## config.mk

```make
export PLATFORM = sky130hd
export DESIGN_NAME = mu0_mem_arbiter_flat
export DESIGN_NICKNAME = d
export VERILOG_FILES = /design/src/rtl/mu0_mem_arbiter_pkg.sv /design/src/rtl/mu0_mem_arbiter_if.sv /design/src/rtl/mu0_rr_pick2.sv /design/src/rtl/mu0_mem_arbiter.sv /design/src/flat_wrapper.sv
export SDC_FILE = /design/constraint.sdc
export NUM_CORES = 1
export LEC_CHECK = 0
export ABC_AREA = 1
export BUFFER_PORTS_ARGS = -buffer_cell sky130_fd_sc_hd__clkbuf_2
export CORE_MARGIN = 10
export CORE_UTILIZATION = 29
export DETAILED_ROUTE_END_ITERATION = 8
export REMOVE_ABC_BUFFERS = 1
export SETUP_SLACK_MARGIN = 0.1
export SKIP_LAST_GASP = 1
export SLEW_MARGIN = 20
export SYNTH_ARGS = -nofsm -noshare
export SYNTH_HDL_FRONTEND = slang
export SYNTH_SLANG_ARGS = --single-unit
```

## constraint.sdc

```tcl
create_clock -name clk -period 2.6 [get_ports clk]
set_input_delay 0.78 -clock clk [delete_from_list [all_inputs] [get_ports clk]]
set_output_delay 0.78 -clock clk [all_outputs]
set_load 0.02 [all_outputs]
```

## src/rtl/mu0_mem_arbiter_pkg.sv

```systemverilog
// Shared types and constants for the MU0 memory arbiter: FSM states, port ids
// and the default bus widths of the 4096x16 MU0 memory.
package mu0_mem_pkg;

    localparam int MU0_ADDR_W      = 12;
    localparam int MU0_DATA_W      = 16;
    localparam int MU0_CNT_W       = 3;

    typedef enum logic [1:0] {
        IDLE  = 2'd0,
        ISSUE = 2'd1,
        WAIT  = 2'd2
    } arb_state_t;

    typedef enum logic {
        PORT_C = 1'b0,
        PORT_H = 1'b1
    } port_id_t;

    function automatic port_id_t other_port(input port_id_t p);
        return (p == PORT_C) ? PORT_H : PORT_C;
    endfunction

endpackage

```

## src/rtl/mu0_mem_arbiter_if.sv

```systemverilog
// Bus bundle around the arbiter: CPU (c_) and host (h_) Avalon-style requester
// ports plus the single-ported memory side (mem_).
interface mu0_mem_arbiter_if #(
    parameter int ADDR_W = 12,
    parameter int DATA_W = 16
);
    logic [ADDR_W-1:0] c_address;
    logic              c_read;
    logic              c_write;
    logic [DATA_W-1:0] c_writedata;
    logic [DATA_W-1:0] c_readdata;
    logic              c_waitrequest;

    logic [ADDR_W-1:0] h_address;
    logic              h_read;
    logic              h_write;
    logic [DATA_W-1:0] h_writedata;
    logic [DATA_W-1:0] h_readdata;
    logic              h_waitrequest;

    logic [ADDR_W-1:0] mem_address;
    logic              mem_read;
    logic              mem_write;
    logic [DATA_W-1:0] mem_writedata;
    logic [DATA_W-1:0] mem_readdata;

    // Arbiter view.
    modport slave (
        input  c_address, c_read, c_write, c_writedata,
        output c_readdata, c_waitrequest,
        input  h_address, h_read, h_write, h_writedata,
        output h_readdata, h_waitrequest,
        output mem_address, mem_read, mem_write, mem_writedata,
        input  mem_readdata
    );

    // System view: requesters and the memory model.
    modport master (
        output c_address, c_read, c_write, c_writedata,
        input  c_readdata, c_waitrequest,
        output h_address, h_read, h_write, h_writedata,
        input  h_readdata, h_waitrequest,
        input  mem_address, mem_read, mem_write, mem_writedata,
        output mem_readdata
    );

endinterface

```

## src/rtl/mu0_rr_pick2.sv

```systemverilog
// Combinational two-way pick between CPU and host requests.
// MU0_ARB_HOST_PRIORITY_EN selects fixed host priority instead of round-robin.
module mu0_rr_pick2
    import mu0_mem_pkg::*;
(
    input  logic     req_c,
    input  logic     req_h,
    input  port_id_t last_grant,
    output logic     grant_valid,
    output port_id_t grant_id
);

    always_comb begin
        grant_valid = req_c | req_h;
        grant_id    = PORT_C;
        if (req_c && req_h) begin
`ifdef MU0_ARB_HOST_PRIORITY_EN
            grant_id = PORT_H;
`else
            grant_id = other_port(last_grant);
`endif
        end else if (req_h) begin
            grant_id = PORT_H;
        end
    end

endmodule

```

## src/rtl/mu0_mem_arbiter.sv

```systemverilog
// Two-requester arbiter for the single-ported MU0 memory: IDLE/ISSUE/WAIT FSM
// with fixed read latency. MU0_ARB_HOST_PRIORITY_EN makes the host win ties.
module mu0_mem_arbiter
    import mu0_mem_pkg::*;
#(
    parameter int READ_LATENCY = 1,
    parameter int ADDR_W       = MU0_ADDR_W,
    parameter int DATA_W       = MU0_DATA_W
) (
    input  logic                clk,
    input  logic                rst,
    mu0_mem_arbiter_if.slave    bus,
    output logic                err
);

    localparam logic [MU0_CNT_W-1:0] CNT_INIT = MU0_CNT_W'(READ_LATENCY - 1);

    arb_state_t           state_reg;
    port_id_t             last_grant_reg;
    port_id_t             grant_reg;
    logic                 op_write_reg;
    logic [MU0_CNT_W-1:0] cnt_reg;
    logic [ADDR_W-1:0]    mem_address_reg;
    logic [DATA_W-1:0]    mem_writedata_reg;
    logic                 mem_read_reg;
    logic                 mem_write_reg;
    logic                 err_reg;

    logic [1:0]        rd_vec;
    logic [1:0]        wr_vec;
    logic [1:0]        req_vec;
    logic [1:0]        ack_vec;
    logic [1:0]        wait_vec;
    logic [ADDR_W-1:0] addr_arr     [2];
    logic [DATA_W-1:0] wdata_arr    [2];
    logic [DATA_W-1:0] readdata_arr [2];

    logic     grant_valid;
    port_id_t grant_id;
    logic     xfer_done;

    assign rd_vec       = {bus.h_read,  bus.c_read};
    assign wr_vec       = {bus.h_write, bus.c_write};
    assign req_vec      = rd_vec | wr_vec;
    assign addr_arr[0]  = bus.c_address;
    assign addr_arr[1]  = bus.h_address;
    assign wdata_arr[0] = bus.c_writedata;
    assign wdata_arr[1] = bus.h_writedata;

    mu0_rr_pick2 u_pick (
        .req_c       (req_vec[0]),
        .req_h       (req_vec[1]),
        .last_grant  (last_grant_reg),
        .grant_valid (grant_valid),
        .grant_id    (grant_id)
    );

    always_ff @(posedge clk or posedge rst) begin
        if (rst) begin
            state_reg         <= IDLE;
            last_grant_reg    <= PORT_H;
            grant_reg         <= PORT_C;
            op_write_reg      <= 1'b0;
            cnt_reg           <= '0;
            mem_address_reg   <= '0;
            mem_writedata_reg <= '0;
            mem_read_reg      <= 1'b0;
            mem_write_reg     <= 1'b0;
            err_reg           <= 1'b0;
        end else begin
            err_reg <= err_reg | (|(rd_vec & wr_vec));
            case (state_reg)
                IDLE: begin
                    // Address, data and op are captured here; later changes are ignored.
                    if (grant_valid) begin
                        grant_reg         <= grant_id;
                        last_grant_reg    <= grant_id;
                        op_write_reg      <= wr_vec[grant_id];
                        mem_address_reg   <= addr_arr[grant_id];
                        mem_writedata_reg <= wdata_arr[grant_id];
                        mem_write_reg     <= wr_vec[grant_id];
                        mem_read_reg      <= ~wr_vec[grant_id];
                        state_reg         <= ISSUE;
                    end
                end
                ISSUE: begin
                    mem_read_reg  <= 1'b0;
                    mem_write_reg <= 1'b0;
                    if (op_write_reg) begin
                        state_reg <= IDLE;
                    end else begin
                        cnt_reg   <= CNT_INIT;
                        state_reg <= WAIT;
                    end
                end
                WAIT: begin
                    if (cnt_reg == '0) begin
                        state_reg <= IDLE;
                    end else begin
                        cnt_reg <= cnt_reg - 1'b1;
                    end
                end
                default: state_reg <= IDLE;
            endcase
        end
    end

    assign xfer_done = ((state_reg == ISSUE) && op_write_reg) ||
                       ((state_reg == WAIT) && (cnt_reg == '0));

    // A port that dropped its request mid-transaction sees neither ack nor data.
    generate
        for (genvar gi = 0; gi < 2; gi++) begin : g_port
            assign ack_vec[gi]      = xfer_done && (int'(grant_reg) == gi);
            assign wait_vec[gi]     = rst | (req_vec[gi] & ~ack_vec[gi]);
            assign readdata_arr[gi] = (!rst && ack_vec[gi] && req_vec[gi] && !op_write_reg)
                                      ? bus.mem_readdata : '0;
        end
    endgenerate

    assign bus.c_waitrequest = wait_vec[0];
    assign bus.h_waitrequest = wait_vec[1];
    assign bus.c_readdata    = readdata_arr[0];
    assign bus.h_readdata    = readdata_arr[1];
    assign bus.mem_address   = mem_address_reg;
    assign bus.mem_writedata = mem_writedata_reg;
    assign bus.mem_read      = mem_read_reg;
    assign bus.mem_write     = mem_write_reg;
    assign err               = err_reg;

endmodule

```

## src/flat_wrapper.sv

```systemverilog
// flat-port wrapper written by rule: the top's interface ports become plain ports
module mu0_mem_arbiter_flat import mu0_mem_pkg::*;
#(
    parameter int READ_LATENCY = 1,
    parameter int ADDR_W       = MU0_ADDR_W,
    parameter int DATA_W       = MU0_DATA_W
)
  (clk, rst, err, bus_c_address, bus_c_read, bus_c_write, bus_c_writedata, bus_c_readdata, bus_c_waitrequest, bus_h_address, bus_h_read, bus_h_write, bus_h_writedata, bus_h_readdata, bus_h_waitrequest, bus_mem_address, bus_mem_read, bus_mem_write, bus_mem_writedata, bus_mem_readdata);
  mu0_mem_arbiter_if #(.ADDR_W(ADDR_W), .DATA_W(DATA_W)) bus_i ();
  input  logic clk;
  input  logic rst;
  output logic err;
  input wire logic [$bits(bus_i.c_address)-1:0] bus_c_address;
  input wire logic [$bits(bus_i.c_read)-1:0] bus_c_read;
  input wire logic [$bits(bus_i.c_write)-1:0] bus_c_write;
  input wire logic [$bits(bus_i.c_writedata)-1:0] bus_c_writedata;
  output wire logic [$bits(bus_i.c_readdata)-1:0] bus_c_readdata;
  output wire logic [$bits(bus_i.c_waitrequest)-1:0] bus_c_waitrequest;
  input wire logic [$bits(bus_i.h_address)-1:0] bus_h_address;
  input wire logic [$bits(bus_i.h_read)-1:0] bus_h_read;
  input wire logic [$bits(bus_i.h_write)-1:0] bus_h_write;
  input wire logic [$bits(bus_i.h_writedata)-1:0] bus_h_writedata;
  output wire logic [$bits(bus_i.h_readdata)-1:0] bus_h_readdata;
  output wire logic [$bits(bus_i.h_waitrequest)-1:0] bus_h_waitrequest;
  output wire logic [$bits(bus_i.mem_address)-1:0] bus_mem_address;
  output wire logic [$bits(bus_i.mem_read)-1:0] bus_mem_read;
  output wire logic [$bits(bus_i.mem_write)-1:0] bus_mem_write;
  output wire logic [$bits(bus_i.mem_writedata)-1:0] bus_mem_writedata;
  input wire logic [$bits(bus_i.mem_readdata)-1:0] bus_mem_readdata;
  assign bus_i.c_address = bus_c_address;
  assign bus_i.c_read = bus_c_read;
  assign bus_i.c_write = bus_c_write;
  assign bus_i.c_writedata = bus_c_writedata;
  assign bus_c_readdata = bus_i.c_readdata;
  assign bus_c_waitrequest = bus_i.c_waitrequest;
  assign bus_i.h_address = bus_h_address;
  assign bus_i.h_read = bus_h_read;
  assign bus_i.h_write = bus_h_write;
  assign bus_i.h_writedata = bus_h_writedata;
  assign bus_h_readdata = bus_i.h_readdata;
  assign bus_h_waitrequest = bus_i.h_waitrequest;
  assign bus_mem_address = bus_i.mem_address;
  assign bus_mem_read = bus_i.mem_read;
  assign bus_mem_write = bus_i.mem_write;
  assign bus_mem_writedata = bus_i.mem_writedata;
  assign bus_i.mem_readdata = bus_mem_readdata;
  mu0_mem_arbiter #(.READ_LATENCY(READ_LATENCY), .ADDR_W(ADDR_W), .DATA_W(DATA_W)) u_core (.clk(clk), .rst(rst), .bus(bus_i), .err(err));
endmodule
```

==> results.json <==
{
  "setup-tns-final_ns": 0,
  "pin_count": 143,
  "grt_pass1_vias": 2681,
  "rows": 32,
  "yosys.area.top_type": "dfrtp_1",
  "synth_top_family_by_area": "simple AND/OR/NAND/NOR gates",
  "combPwrFrac": 0.592,
  "power_mw": 3.79,
  "switching_power_mw": 1.83,
  "initial_core_util": 0.298,
  "syn_avg_cell_area_um2": 6.86,
  "synthToLayoutAreaGrowth_pct": 61.0,
  "powerDensity_nw_per_um2": 1020,
  "antenna_found_initial": 0,
  "clockBufferDepth": 2,
  "finalNetCount": 567,
  "die_w_um": 109,
  "rsz0062_at_grt": "true",
  "synth-simple-area-share": 0.310,
  "finalClockSkew_ns": 0.00689,
  "crit_path_max_fanout": 16,
  "drt_pass1_iterations": 4,
  "worst-r2r-setup-slack_ns": 0.93,
  "synth_top_cells_by_area": "dfrtp_1, nand2_1, inv_1, nor3_1, o21ai_1",
  "synth_fa_ha_area_frac": 0.0270,
  "critical_path_arrival_ns": 1.70,
  "drv_cap": 0,
  "synthDistinctLibCells": 21,
  "clockRootBuffer": "clkbuf_8",
  "path_cells": "clkbuf_2 -> nor2_4 -> inv_2 -> nand2_1 -> buf_12 -> nor3_1 -> buf_4",
  "finalNonFillerCells": 587,
  "internal-power_mw": 1.96,
  "finish.utilization": 0.480,
  "synth_top_cell_area_share": 0.410,
  "startpoint_type": "input pin",
  "drc": 0,
  "num-fill-cells": 777,
  "fmax_ghz": 0.403,
  "p_clk_frac": 0.119,
  "max_stage_delay_ns": 0.21,
  "status": "complete, no violations",
  "synth_xor_area_frac": 0,
  "place.gp.congestion": 0.906,
  "syn_inst": 338,
  "clk_pin_slew_ns": 0.07,
  "slew_viol_final": 0,
  "p_leak_nw": 2.07,
  "min_path_type": "register to register",
  "yosys_warnings": 0,
  "synth.cell_area_um2": 2320,
  "muxShareOfSynthArea": 0,
  "dp_hpwl_mm": 5.98,
  "dp_cells": 575,
  "overflow": 0,
  "largest_reg_flops": 16,
  "drtAntennaViolNets": 0,
  "core_um2": 7770,
  "cts_hold_buf": 0,
  "track_usage": 0.127,
  "grt_pass1_wl_mm": 12.5,
  "die_y_um": 109,
  "antennaDiodeCount": 0,
  "power_frac_seq": 0.289,
  "critPathRequiredTime_ns": 1.82,
  "path_depth": 7,
  "p_sw_frac": 0.484,
  "critPathCaptureType": "output port",
  "hold_depth": 2,
  "crit_buf_inv": 4,
  "path_delay_family": "buffers and inverters",
  "drtIter0Drc": 102,
  "synth_compound_area_frac": 0.102,
  "wl_per_cell_um": 14.1,
  "setup_viol": 0,
  "peakVddDrop_v": 0.000365,
  "viasPerCell": 4.50,
  "path_class": "input pin to output port",
  "wl_mm": 8.29,
  "via_count": 2643,
  "crit_slowest_cell": "buf_12",
  "finalCriticalPeriod_ns": 2.48,
  "numCtsBuffers": 5,
  "hold_viol_final": 0,
  "port_buffers": 142,
  "seq_area_frac_synth": 0.422,
  "tightest_slew_ns": 0.542,
  "reg2reg_depth": 7,
  "grt_max_degree": 34,
  "slew-limit-headroom": 0.638,
  "cts_tree": "done",
  "fin_crit_sh": 0.954,
  "cts.sinks": 39,
  "htree_levels": 2,
  "clk_latency_ns": 0.29,
  "drive_gt1_frac": 0.443,
  "synth_seq_cells": 39,
  "die-area_um2": 12000
}
[logic make-up after synthesis]
logic type	count (synthesis)
compound gates	42
fa+ha+maj	5
buf+inv	74
flops	39
simple gates	178
[what timing repair did]
item,4_1_cts,5_1_grt
buffers inserted,3,0
cloned,1,0
pin swaps,8,1
gates resized for setup,52,91
endpoints found under the setup margin,34,34
[through the flow]
stage / worst slack (ns) / hold WS [ns] / cell area, µm²
global placement: 0.0962 / 0.463 / 3140
global route: 0.0323 / 0.490 / 3730
floorplan: -0.152 / 0.451 / 2210
CTS: 0.0731 / 0.481 / 3490
detailed placement: 0.0844 / 0.469 / 3140
finish: 0.118 / 0.482 / 3730
[power groups by stage]
stage,registers [mW],clock network (mW),logic (mW)
4_1_cts,1.09,0.474,2.16
2_1_floorplan,1.35,0,0.949
6_report,1.10,0.450,2.25
5_1_grt,1.13,0.491,2.51
3_3_place_gp,1.08,0,1.91
3_5_place_dp,1.08,0,1.95
[final cells by class]
cell class | count | area, µm² | area share
Sequential cell | 39 | 977 | 0.262
Tap cell | 102 | 128 | 0.0342
Timing Repair Buffer | 155 | 981 | 0.263
Inverter | 58 | 218 | 0.0584
Clock buffer | 8 | 100 | 0.0268
Multi-Input combinational cell | 225 | 1330 | 0.356
[final timing paths]
path	from	end
setup reg to reg	u_core.state_reg[0]	u_core.bus.mem_read
setup / recovery	bus_h_write	bus_h_readdata[6]
max in group asynchronous	rst	u_core.last_grant_reg
hold / removal	u_core.last_grant_reg	u_core.last_grant_reg
hold reg to reg	u_core.last_grant_reg	u_core.last_grant_reg
min in group asynchronous	rst	u_core.bus.mem_writedata[6]
[metal layers]
metal,share of wire,GRT usage
met1,0.39,0.141
met2,0.49,0.226
met3,0.12,0.0492
met4,0.0041,0.0223
met5,0,0
[synth_stat cells]
master	instances
buf_2	7
a21oi_4	1
o21ai_0	9
nand3_1	4
a21oi_1	2
dfrtp_1	38
buf_6	4
nand2_1	111
ha_1	5
nor2_1	29
inv_2	2
dfstp_2	1
a221o_1	1
o21ai_1	26
nor3_1	32
nor2_2	2
buf_4	2
o21ai_2	1
clkbuf_1	3
o31ai_1	2
inv_1	56
[worst register-to-register path, cell delays in order (launching register included)]
cell     delay [ns]
dfrtp_1        0.43
inv_2          0.10
ha_1           0.21
inv_1          0.10
a21oi_4        0.13
buf_4          0.36
nand2_1        0.08
o21ai_0        0.17
[placed cells by master (no fill, tap or decap), types with 10 or more instances in the layout]
cell type,n
clkbuf_2,108
nand2_1,105
inv_1,51
dfrtp_1,38
buf_4,31
nor2_1,28
o21ai_1,26
nor3_2,19
nor3_4,11
buf_6,10
No activity file was read; power rests on OpenSTA's default activity.
